[src/rtl/jk_excitation_driver.sv]
// Write-side controller for a bank of level-sensitive JK latch cells: computes per-bit
// J/K excitation toward a requested word, pulses the shared enable, settles, and verifies.
module jk_excitation_driver #(
  parameter int WIDTH         = 4,
  parameter int SETTLE_CYCLES = 2,
  parameter int MAX_RETRY     = 3
) (
  input  logic             clk,
  input  logic             rst_n,
  input  logic             tgt_valid,
  input  logic [WIDTH-1:0] tgt_data,
  output logic             tgt_ready,
  input  logic [WIDTH-1:0] q_fb,
  output logic [WIDTH-1:0] j,
  output logic [WIDTH-1:0] k,
  output logic             en,
  output logic             busy,
  output logic             done,
  output logic             err,
  output logic [WIDTH-1:0] err_mask
);

  typedef enum logic [1:0] {
    IDLE,
    DRIVE,
    SETTLE,
    CHECK
  } state_t;

  localparam int SW = (SETTLE_CYCLES > 1) ? $clog2(SETTLE_CYCLES) : 1;
  localparam int RW = (MAX_RETRY > 0) ? $clog2(MAX_RETRY + 1) : 1;
  localparam logic [SW-1:0] SETTLE_LAST = SW'(SETTLE_CYCLES - 1);
  localparam logic [RW-1:0] RETRY_LAST  = RW'(MAX_RETRY);

  state_t           state;
  logic [WIDTH-1:0] tgt_r;
  logic [WIDTH-1:0] q_meta;
  logic [WIDTH-1:0] q_s;
  logic [SW-1:0]    settle_cnt;
  logic [RW-1:0]    retry;

  logic [WIDTH-1:0] exc_t;
  logic [WIDTH-1:0] exc_j;
  logic [WIDTH-1:0] exc_k;

  // Set only bits that must rise, clear only bits that must fall; j&k is never formed,
  // since toggling a transparent latch races.
  assign exc_t = (state == IDLE) ? tgt_data : tgt_r;
  assign exc_j = exc_t & ~q_s;
  assign exc_k = ~exc_t & q_s;

  // NOTE: ready is gated by rst_n so it reads 0 while reset is held, not only after release.
  assign tgt_ready = (state == IDLE) && rst_n;
  assign busy      = (state != IDLE);

  // NOTE: every register here uses non-blocking assignment so all flops see pre-edge values.
  always_ff @(posedge clk or negedge rst_n) begin
    if (!rst_n) begin
      state      <= IDLE;
      tgt_r      <= '0;
      q_meta     <= '0;
      q_s        <= '0;
      settle_cnt <= '0;
      retry      <= '0;
      j          <= '0;
      k          <= '0;
      en         <= 1'b0;
      done       <= 1'b0;
      err        <= 1'b0;
      err_mask   <= '0;
    end else begin
      q_meta <= q_fb;
      q_s    <= q_meta;
      done   <= 1'b0;
      err    <= 1'b0;

      case (state)
        IDLE: begin
          if (tgt_valid) begin
            tgt_r    <= tgt_data;
            j        <= exc_j;
            k        <= exc_k;
            en       <= 1'b1;
            retry    <= '0;
            err_mask <= '0;
            state    <= DRIVE;
          end
        end

        DRIVE: begin
          en         <= 1'b0;
          j          <= '0;
          k          <= '0;
          settle_cnt <= '0;
          state      <= SETTLE;
        end

        SETTLE: begin
          if (settle_cnt == SETTLE_LAST) begin
            state <= CHECK;
          end else begin
            settle_cnt <= settle_cnt + 1'b1;
          end
        end

        CHECK: begin
          if (q_s == tgt_r) begin
            done  <= 1'b1;
            state <= IDLE;
          end else if (retry < RETRY_LAST) begin
            retry <= retry + 1'b1;
            j     <= exc_j;
            k     <= exc_k;
            en    <= 1'b1;
            state <= DRIVE;
          end else begin
            err_mask <= q_s ^ tgt_r;
            err      <= 1'b1;
            state    <= IDLE;
          end
        end

        default: state <= IDLE;
      endcase
    end
  end

endmodule
[config.mk]
export PLATFORM = sky130hd
export DESIGN_NAME = jk_excitation_driver
export DESIGN_NICKNAME = d
export VERILOG_FILES = /design/src/rtl/jk_excitation_driver.sv
export SDC_FILE = /design/constraint.sdc
export NUM_CORES = 1
export LEC_CHECK = 0
export ABC_AREA = 1
export BUFFER_PORTS_ARGS = -buffer_cell sky130_fd_sc_hd__buf_2
export CAP_MARGIN = 20
export CORE_UTILIZATION = 44
export DETAILED_ROUTE_END_ITERATION = 8
export PLACE_DENSITY = 0.76
export SLEW_MARGIN = 20
export SYNTH_ARGS = -nofsm -noshare
export SYNTH_HDL_FRONTEND = slang
export SYNTH_SLANG_ARGS = --single-unit
[constraint.sdc]
create_clock -name clk -period 2.15 [get_ports clk]
set_input_delay 0.1075 -clock clk [delete_from_list [all_inputs] [get_ports clk]]
set_output_delay 0.1075 -clock clk [all_outputs]
set_load 0.02 [all_outputs]
Yosys cells after proc, flatten, opt, wreduce, memory -nomap -nowiden
Index checks and enable logic that the tools add are counted.
{ "word_totals": {"elab_cells": 73, "ff_bits": 32} }
{ "classes": {"n_reduce_logical": 11, "mux": 33, "eq_ne": 9, "magnitude_cmp": 1, "bitwise": 5, "addsub": 2} }
{ "op_table": {"columns": ["cell", "count"], "rows": [
  ["4-bit two-way mux", 10],
  ["4-bit case mux with 3 select lines", 2],
  ["4-bit AND reduction", 3],
  ["1-bit two-way mux", 11],
  ["2-bit two-way mux", 5],
  ["2-bit inequality test (second input constant)", 5],
  ["4-bit bitwise AND", 2],
  ["4-bit NOT", 2],
  ["2-bit case mux with 4 select lines", 1],
  ["4-bit case mux with 2 select lines", 1],
  ["2-bit nonzero test", 3],
  ["2-bit equality test (second input constant)", 2],
  ["4-bit equality test", 1],
  ["2-bit case mux with 2 select lines", 1],
  ["2-bit AND reduction", 2],
  ["4-bit XOR", 1],
  ["1-bit case mux with 3 select lines", 1],
  ["3-bit nonzero test", 1],
  ["2-bit by 1-bit adder with 2-bit output (second input constant)", 1],
  ["2-bit by 1-bit equality test with 1-bit output (second input constant)", 1],
  ["2-bit zero test", 1],
  ["2-bit less-than comparator (second input constant)", 1],
  ["1-bit case mux with 2 select lines", 1],
  ["1-bit adder (second input constant)", 1],
  ["1-bit logical AND", 1]
]} }

Logic depth before layout (Yosys ltp)
Gate-level depths: netlist (run 1).
{ "logic_depth": {"depth_word": 7, "mapped_depth": 11, "depth_no_buf": 10} }

Least setup slack after synthesis (run 1)
No wires, ideal clock.
{ "synth_path": {"kind": "register to register", "start": "register state[0]", "end": "register en", "stages_incl_launch_ff": 10, "t_arrival_ps": 1426, "setup_time_ps": 117, "path_slack_ps": 607, "path_buffers": 1, "cell_sequence": "dfrtp_1 inv_1 ha_1 buf_4 inv_2 nor2_4 nor2_4 nand3_4 nand2_1 nand2_1"} }
{ "synth_between": {"elab_chain_len": 3} }
{ "synth_rtl": {"columns": ["element", "line_no", "source"], "rows": [
  ["from (decl)", "35", "state_t state;"],
  ["from (signal assigned)", "59", "state <= IDLE;"],
  ["from (signal assigned)", "86", "state <= DRIVE;"],
  ["from (signal assigned)", "95", "state <= SETTLE;"],
  ["2-bit equality test (tied with other cells)", "77", "case (state)"],
  ["2-bit inequality test (no line) / 3-bit nonzero test (equally long branches)", null, null],
  ["4-bit AND reduction (no line)", null, null],
  ["to (signal assigned)", "67", "en <= 1'b0;"],
  ["to (signal assigned)", "83", "en <= 1'b1;"],
  ["to (signal assigned)", "91", "en <= 1'b0;"],
  ["to (decl)", "16", "output logic en,"]
]} }
Several ways; a longest one is shown, not always the timed one.
A chain may end at the register's enable or synchronous reset.

Worst setup path in the final report (run 1)
{ "layout_path": {"start": "register state[0]", "end": "register k[0]"} }
{ "layout_between": {"elab_chain_len": 7} }
{ "layout_rtl": {"columns": ["element", "line_no", "source"], "rows": [
  ["2-bit zero test", "48, 77", null],
  ["4-bit two-way mux", "48", "assign exc_t = (state == IDLE) ? tgt_data : tgt_r;"],
  ["4-bit NOT", "50", "assign exc_k = ~exc_t & q_s;"],
  ["4-bit bitwise AND", "50", null],
  ["4-bit two-way mux", "110", "end else if (retry < RETRY_LAST) begin"],
  ["4-bit two-way mux", "107", "if (q_s == tgt_r) begin"],
  ["4-bit case mux with 3 select lines", "77", null],
  ["to (signal assigned)", "82", "k <= exc_k;"],
  ["to (signal assigned)", "113", "k <= exc_k;"],
  ["to (decl)", "15", "output logic [WIDTH-1:0] k,"]
]} }
Several ways; a longest one is shown, not always the timed one. The select of a mux whose other input is x is not followed.

==> results_dict.tcl, run 1 <==
set metrics [dict create \
    postCtsResizedCells 0 \
    num_antenna_cells 0 \
    vias_per_cell 4.668 \
    ctsLongestPathBuffers 2 \
    tritoncts "built" \
    tightest_slew_ps 407.3 \
    worstSetupEndpointType "register" \
    relSlewSlack_pct 72.78 \
    core_area_mm2 0.003363 \
    synth.area.top_cells "sky130_fd_sc_hd__dfrtp_1 52%, sky130_fd_sc_hd__nand2_1 16%, sky130_fd_sc_hd__ha_1 4.8%" \
    fin_cells 262 \
    cell_taking_the_most_area_after_synthesis "sky130_fd_sc_hd__dfrtp_1" \
    yosys_warnings 0 \
    synth_top_cells_by_count "65 x sky130_fd_sc_hd__nand2_1, 32 x sky130_fd_sc_hd__dfrtp_1, 18 x sky130_fd_sc_hd__inv_1" \
    maxSlewViolCount 0 \
    layout-drive-gt1-share_pct 23.15 \
    floorplan.initialDensity_pct 46.09 \
    hold-path-endpoint "tgt_r[2]$_DFFE_PN0P_" \
    cts.repair_timing.setup_buffer_count 0 \
    min-delay-start "tgt_data[2]" \
    filler_cell_count 347 \
    timing.reg2reg.worst_path_depth 8 \
    numClockSinks 32 \
    clock-skew-final_ps 7.770 \
    p_leak_nw 1.037 \
    grt_setup_unrepaired "false" \
    post-synth-top-count-cell "sky130_fd_sc_hd__nand2_1" \
    globalRouteOverflowTotal 0 \
    clock_buffers_created_by_tritoncts 5 \
    critical_register_to_register_path_startpoint "state[0]$_DFFE_PN0P_" \
    post-route-period-util_pct 76.28 \
    postRouteWirelength_mm 2.854 \
    number_of_nets_with_antenna_violations_after_detailed_routing 0 \
    route.vias.total 1223 \
    routability_cong 0.8442 \
    synth_cells 179 \
    hold_depth 3 \
    power_density_mw_per_mm2 1257 \
    maxCapViolCount 0 \
    number_of_synthesized_flops_with_an_enable_pin 0 \
    setup_tns_final_ps 0 \
    die-height_um 61.36 \
    num-nets-final 232 \
    worst-endpoint-required_ps 2380 \
    critical_path_class "register to register" \
    yosys.area.top_type_share_pct 51.65 \
    placementRows 21 \
    peakVddDrop_v 0.0006274 \
    netlist_area_mm2 0.001550 \
    critical_path.reg2reg.endpoint "k[0]$_DFFE_PN0P_" \
    postSynthAreaPerCell_um2 8.661 \
    worst_skew_pair.late_latency_ps 330 \
    setup_viol_count_final 0 \
    cts-hold-fix-buffers 5 \
    syn_to_layout_area_delta_pct 18.16 \
    dpl.hpwl_mm 2.231 \
    finalWorstSetupSlack_ps 510.1 \
    hold_viol_final 0 \
    pin_count_of_the_biggest_net_entering_global_routing 33 \
    synth_flop_cell "sky130_fd_sc_hd__dfrtp_1" \
    max_freq_mhz 609.8 \
    route.detailed.wl_per_inst_um 10.89 \
    place_worst_setup_slack_ps 509.5 \
    htree_levels 2 \
    startpoint_type "register" \
    result_of_the_run "completed" \
    postSynthRegisterBits 32 \
    reg2reg_setup_slack_ps 510 \
    die-area_mm2 0.003764 \
    drc 0 \
    grt_antenna_before_repair 0 \
    crit_fanout 10 \
    grt_pass1_vias 1102 \
    synthArstFlopShare_pct 100.0 \
    placed_cells 249 \
    die_w_um 61.36 \
    i_o_pin_cnt 28 \
    first_pass_grt_wire_length_mm 4.850 \
    cts-root-buf "sky130_fd_sc_hd__clkbuf_4" \
    fin_crit_ps 1640 \
    cp_arrival_ps 1870 \
    seq_area_frac_synth_pct 51.65 \
    hold_class "input pin to register" \
    grt_util_all_layers_pct 18.62 \
    detail_route.first_pass.iterations 4 \
    clk_transition_reported_paths_ps 100 \
    netlist-cell-type-count 20 \
    drt_first_iter_violations 53 \
    portBuffers 27 \
    synth.net_count 196 \
]
area by class of cell:
class                           count  area (µm²)  share of cell area [%]
Clock inverter                      2       10.01                  0.5464
Sequential cell                    32       800.8                   43.72
Inverter                           21       78.83                   4.303
Multi-Input combinational cell    122       640.6                   34.97
Timing Repair Buffer               33       192.7                   10.52
Clock buffer                        6       51.30                   2.801
Tap cell                           46       57.56                   3.142
critical path, cell delays in order (launching register included):
cell,delay (ps)
sky130_fd_sc_hd__dfrtp_1,420
sky130_fd_sc_hd__inv_1,100
sky130_fd_sc_hd__ha_1,310
sky130_fd_sc_hd__inv_2,140
sky130_fd_sc_hd__nor2_4,50
sky130_fd_sc_hd__nor2_4,210
sky130_fd_sc_hd__nand3_4,150
sky130_fd_sc_hd__nand2_1,100
sky130_fd_sc_hd__nand2_1,60
worst max path at each step:
stage | start | end | slack (ps)
6_report | state[0]$_DFFE_PN0P_ | k[0]$_DFFE_PN0P_ | 510
3_3_place_gp | state[0]$_DFFE_PN0P_ | j[3]$_DFFE_PN0P_ | 590
3_5_place_dp | state[0]$_DFFE_PN0P_ | k[0]$_DFFE_PN0P_ | 510
4_1_cts | state[0]$_DFFE_PN0P_ | tgt_ready | 480
2_1_floorplan | state[0]$_DFFE_PN0P_ | en$_DFFE_PN0P_ | 610
5_1_grt | state[0]$_DFFE_PN0P_ | state[0]$_DFFE_PN0P_ | 280
registers in the layout, summed over array words and instances, names as in the netlist, 2 cells and up:
signal	flops
state	2
k	4
tgt_r	4
j	4
err_mask	4
retry	2
q_meta	4
q_s	4
per-stage QoR:
stage,utilization (%),power [W],area (µm²),hold WS [ps]
after global routing,54.46,0.002555,1832,43.08
final,54.46,0.002302,1832,59.73
after global placement,51.15,0.001932,1720,204.8
after CTS,54.46,0.002334,1832,37.16
after floorplan,-,0.001711,1550,-188.1
after detailed placement,51.15,0.001970,1720,209.0
cells by family after synthesis:
family                     Yosys count  synth area share [%]
and+or+nand+nor                    104                 32.12
buffers and inverters               25                 7.021
DFF                                 32                 51.65
AOI/OAI and AO/OA                   12                 4.358
adders and majority gates            6                 4.842
layer usage:
metal / GRT usage [%] / vias up / share of wire [%]
met1: 23.36 / 548 / 46
met4: 8.571 / 0 / 1.4
met2: 28.88 / 31 / 47
li1: - / 640 / -
met3: 6.723 / 4 / 5.3
met5: 0 / - / 0
placed cells by master (no fill, tap or decap), types with 2 or more instances in the layout:
cell / n
sky130_fd_sc_hd__nor3_1: 4
sky130_fd_sc_hd__clkbuf_4: 5
sky130_fd_sc_hd__nand3_1: 5
sky130_fd_sc_hd__ha_1: 6
sky130_fd_sc_hd__nand4_1: 11
sky130_fd_sc_hd__dlygate4sd3_1: 5
sky130_fd_sc_hd__clkinv_2: 2
sky130_fd_sc_hd__nand2_1: 65
sky130_fd_sc_hd__inv_2: 3
sky130_fd_sc_hd__o21ai_0: 7
sky130_fd_sc_hd__nand2_2: 2
sky130_fd_sc_hd__nor2_1: 10
sky130_fd_sc_hd__nor2_4: 4
sky130_fd_sc_hd__inv_1: 18
sky130_fd_sc_hd__nand3_4: 2
sky130_fd_sc_hd__a21oi_1: 3
sky130_fd_sc_hd__dfrtp_1: 32
sky130_fd_sc_hd__buf_2: 27
power breakdown:
group / internal (W) / switching (W) / leakage (nW) / total [W]
Combinational: 0.000377 / 0.000735 / 0.594 / 0.00111
Clock: 0.000155 / 0.000194 / 0.0380 / 0.000349
Sequential: 0.000749 / 0.0000915 / 0.405 / 0.000841
No activity file was read; power rests on OpenSTA's default activity.
==> run 2, diff against run 1 <==
==> constraint.sdc (replaced) <==
create_clock -name clk -period 1.6 [get_ports clk]
set_input_delay 0.08 -clock clk [delete_from_list [all_inputs] [get_ports clk]]
set_output_delay 0.08 -clock clk [all_outputs]
set_load 0.02 [all_outputs]
==> results_dict.tcl, run 2 (synthesis gave the netlist of run 1 again) <==
set metrics [dict create \
    globalRouteOverflowTotal 0 \
    timing.critical_path.buf_inv 2 \
    grt_setup_unrepaired "false" \
    worst_skew_pair.late_latency_ps 340 \
    critical-path-top-delay-family "simple AND/OR/NAND/NOR gates" \
    maxCapViolCount 0 \
    setup_viol_count_final 0 \
    maxSlewViolCount 0 \
    power.sequential.fraction_pct 33.3 \
    clock-skew-final_ps 9.707 \
    numClockSinks 32 \
    grt_util_all_layers_pct 18.99 \
    detail_route.first_pass.iterations 4 \
    route.vias.total 1247 \
    detailed_place.area_mm2 0.001750 \
    i_o_pin_cnt 28 \
    finish.utilization_pct 57.74 \
    power.combinational.fraction_pct 49.0 \
    result_of_the_run "completed" \
    crit_fanout 11 \
    layout.cells.most_common_list "65 x sky130_fd_sc_hd__nand2_1, 32 x sky130_fd_sc_hd__dfrtp_1, 27 x sky130_fd_sc_hd__buf_2" \
    grt_antenna_before_repair 0 \
    tightest_slew_ps 306.0 \
    leading_cell_type_in_the_layout_fill_and_taps_excluded "sky130_fd_sc_hd__nand2_1" \
    sequence_of_cells_on_the_critical_path "buf_4 > ha_1 > buf_4 > nand3_4 > nand3_4 > nand2_1 > nand2_1" \
    drc 0 \
    tritoncts "built" \
    num_antenna_cells 0 \
    placementRows 21 \
    cts-root-buf "sky130_fd_sc_hd__clkbuf_4" \
    core_area_mm2 0.003363 \
    clock_buffers_created_by_tritoncts 5 \
    power_density_mw_per_mm2 1730 \
    hold_class "input pin to register" \
    clk_transition_reported_paths_ps 100 \
    startpoint_type "register" \
    grt_pass1_vias 1148 \
    cp_arrival_ps 1710 \
    postRouteWirelength_mm 2.960 \
    worstSetupEndpointType "register" \
    die_w_um 61.36 \
    hold_viol_final 0 \
    worst-endpoint-required_ps 1830 \
    peakVddDrop_v 0.0008846 \
    htree_levels 2 \
    dpl.hpwl_mm 2.240 \
    relSlewSlack_pct 79.60 \
    floorplan.initialDensity_pct 46.09 \
    vias_per_cell 4.568 \
    ctsLongestPathBuffers 2 \
    routability_cong 0.8284 \
    num-nets-final 243 \
    pin_count_of_the_biggest_net_entering_global_routing 19 \
    clock_power_share_pct 17.7 \
    die-area_mm2 0.003764 \
    post-route-period-util_pct 92.66 \
    p_sw_share_pct 42.33 \
    power_switching_w 0.001422 \
    power.internal_w 0.001938 \
    fin_crit_ps 1483 \
    portBuffers 27 \
    die-height_um 61.36 \
    setup_tns_final_ps 0 \
    slowest_stage "sky130_fd_sc_hd__dfrtp_1" \
    route.detailed.wl_per_inst_um 10.84 \
    first_pass_grt_wire_length_mm 4.995 \
    layout.cell_area.non_filler_mm2 0.001942 \
    drt_first_iter_violations 61 \
    number_of_nets_with_antenna_violations_after_detailed_routing 0 \
    p_leak_nw 1.089 \
    critical_path_class "register to register" \
    layout-drive-gt1-share_pct 27.75 \
    syn_to_layout_area_delta_pct 25.26 \
    max_freq_mhz 674.5 \
    critical_path.max_stage_delay_ps 410 \
]
[run 2: cell count changes in the layout (fill, tap and decap cells not counted)]
cell,previous run,this run
sky130_fd_sc_hd__clkbuf_1,0,1
sky130_fd_sc_hd__inv_2,3,5
sky130_fd_sc_hd__clkinv_2,2,1
sky130_fd_sc_hd__bufinv_16,0,1
sky130_fd_sc_hd__inv_1,18,16
sky130_fd_sc_hd__ha_4,0,1
sky130_fd_sc_hd__clkbuf_8,1,0
sky130_fd_sc_hd__buf_4,1,12
sky130_fd_sc_hd__ha_1,6,5
[run 2: stage by stage]
| step | power, W | hold slack, ps | instances | setup WS, ps |
|---|---|---|---|---|
| 2_1_floorplan | 0.002299 | -215.6 | 179 | 56.68 |
| 3_3_place_gp | 0.002632 | 104.9 | 253 | 98.11 |
| 3_5_place_dp | 0.002676 | 108.5 | 253 | 30.17 |
| 4_1_cts | 0.003330 | 10.88 | 268 | 26.95 |
| 5_1_grt | 0.003665 | 26.56 | 273 | 24.06 |
| 6_report | 0.003360 | 13.94 | 273 | 117.4 |
[run 2: worst min-delay path, stage by stage]
cell	delay (ps)
sky130_fd_sc_hd__buf_2	90
sky130_fd_sc_hd__nor2_1	40
sky130_fd_sc_hd__a21oi_1	100
[run 2: timing repair]
item,in CTS,in global routing
resized for setup,1,3
endpoints found under the hold margin,36,0
endpoints found under the setup margin,1,2
setup buffers,2,5
hold buffers,5,0
[run 2: worst paths after layout]
path,start,end,slack (ps),depth (start not counted)
worst min-delay path,tgt_data[1],tgt_r[1]$_DFFE_PN0P_,10,3
min in group asynchronous,rst_n,tgt_r[1]$_DFFE_PN0P_,270,3
max in group asynchronous,rst_n,q_meta[3]$_DFF_PN0_,1110,3
worst max register to register,state[1]$_DFFE_PN0P_,en$_DFFE_PN0P_,120,7
worst max-delay path,state[1]$_DFFE_PN0P_,en$_DFFE_PN0P_,120,7
worst min register to register,q_meta[1]$_DFF_PN0_,q_s[1]$_DFF_PN0_,350,0
[run 2: final cells by class]
class,instances,area [µm²]
clock buffers,6,41.29
clock inverters,2,35.03
fillers,341,1421
inverters,21,78.83
multi-input cells,122,653.1
flip-flops and latches,32,800.8
well taps,46,57.56
repair buffers,44,275.3
[run 2: metal layers]
layer	track usage, %	part of all wire [%]	wire length, µm	vias to the layer above
li1	-	-	-	665
met1	23.55	48	1422	545
met2	29.81	44	1313	29
met3	6.723	4.8	141	8
met4	8.889	2.8	83	0
met5	0	0	0	-
[run 2: power by group through the flow]
stage	registers [W]	clock network [W]	logic (W)
detailed placement	0.00115	0	0.00152
global route	0.00114	0.000639	0.00188
global placement	0.00114	0	0.00150
CTS	0.00111	0.000609	0.00161
finish	0.00112	0.000595	0.00165
floorplan	0.00123	0	0.00107
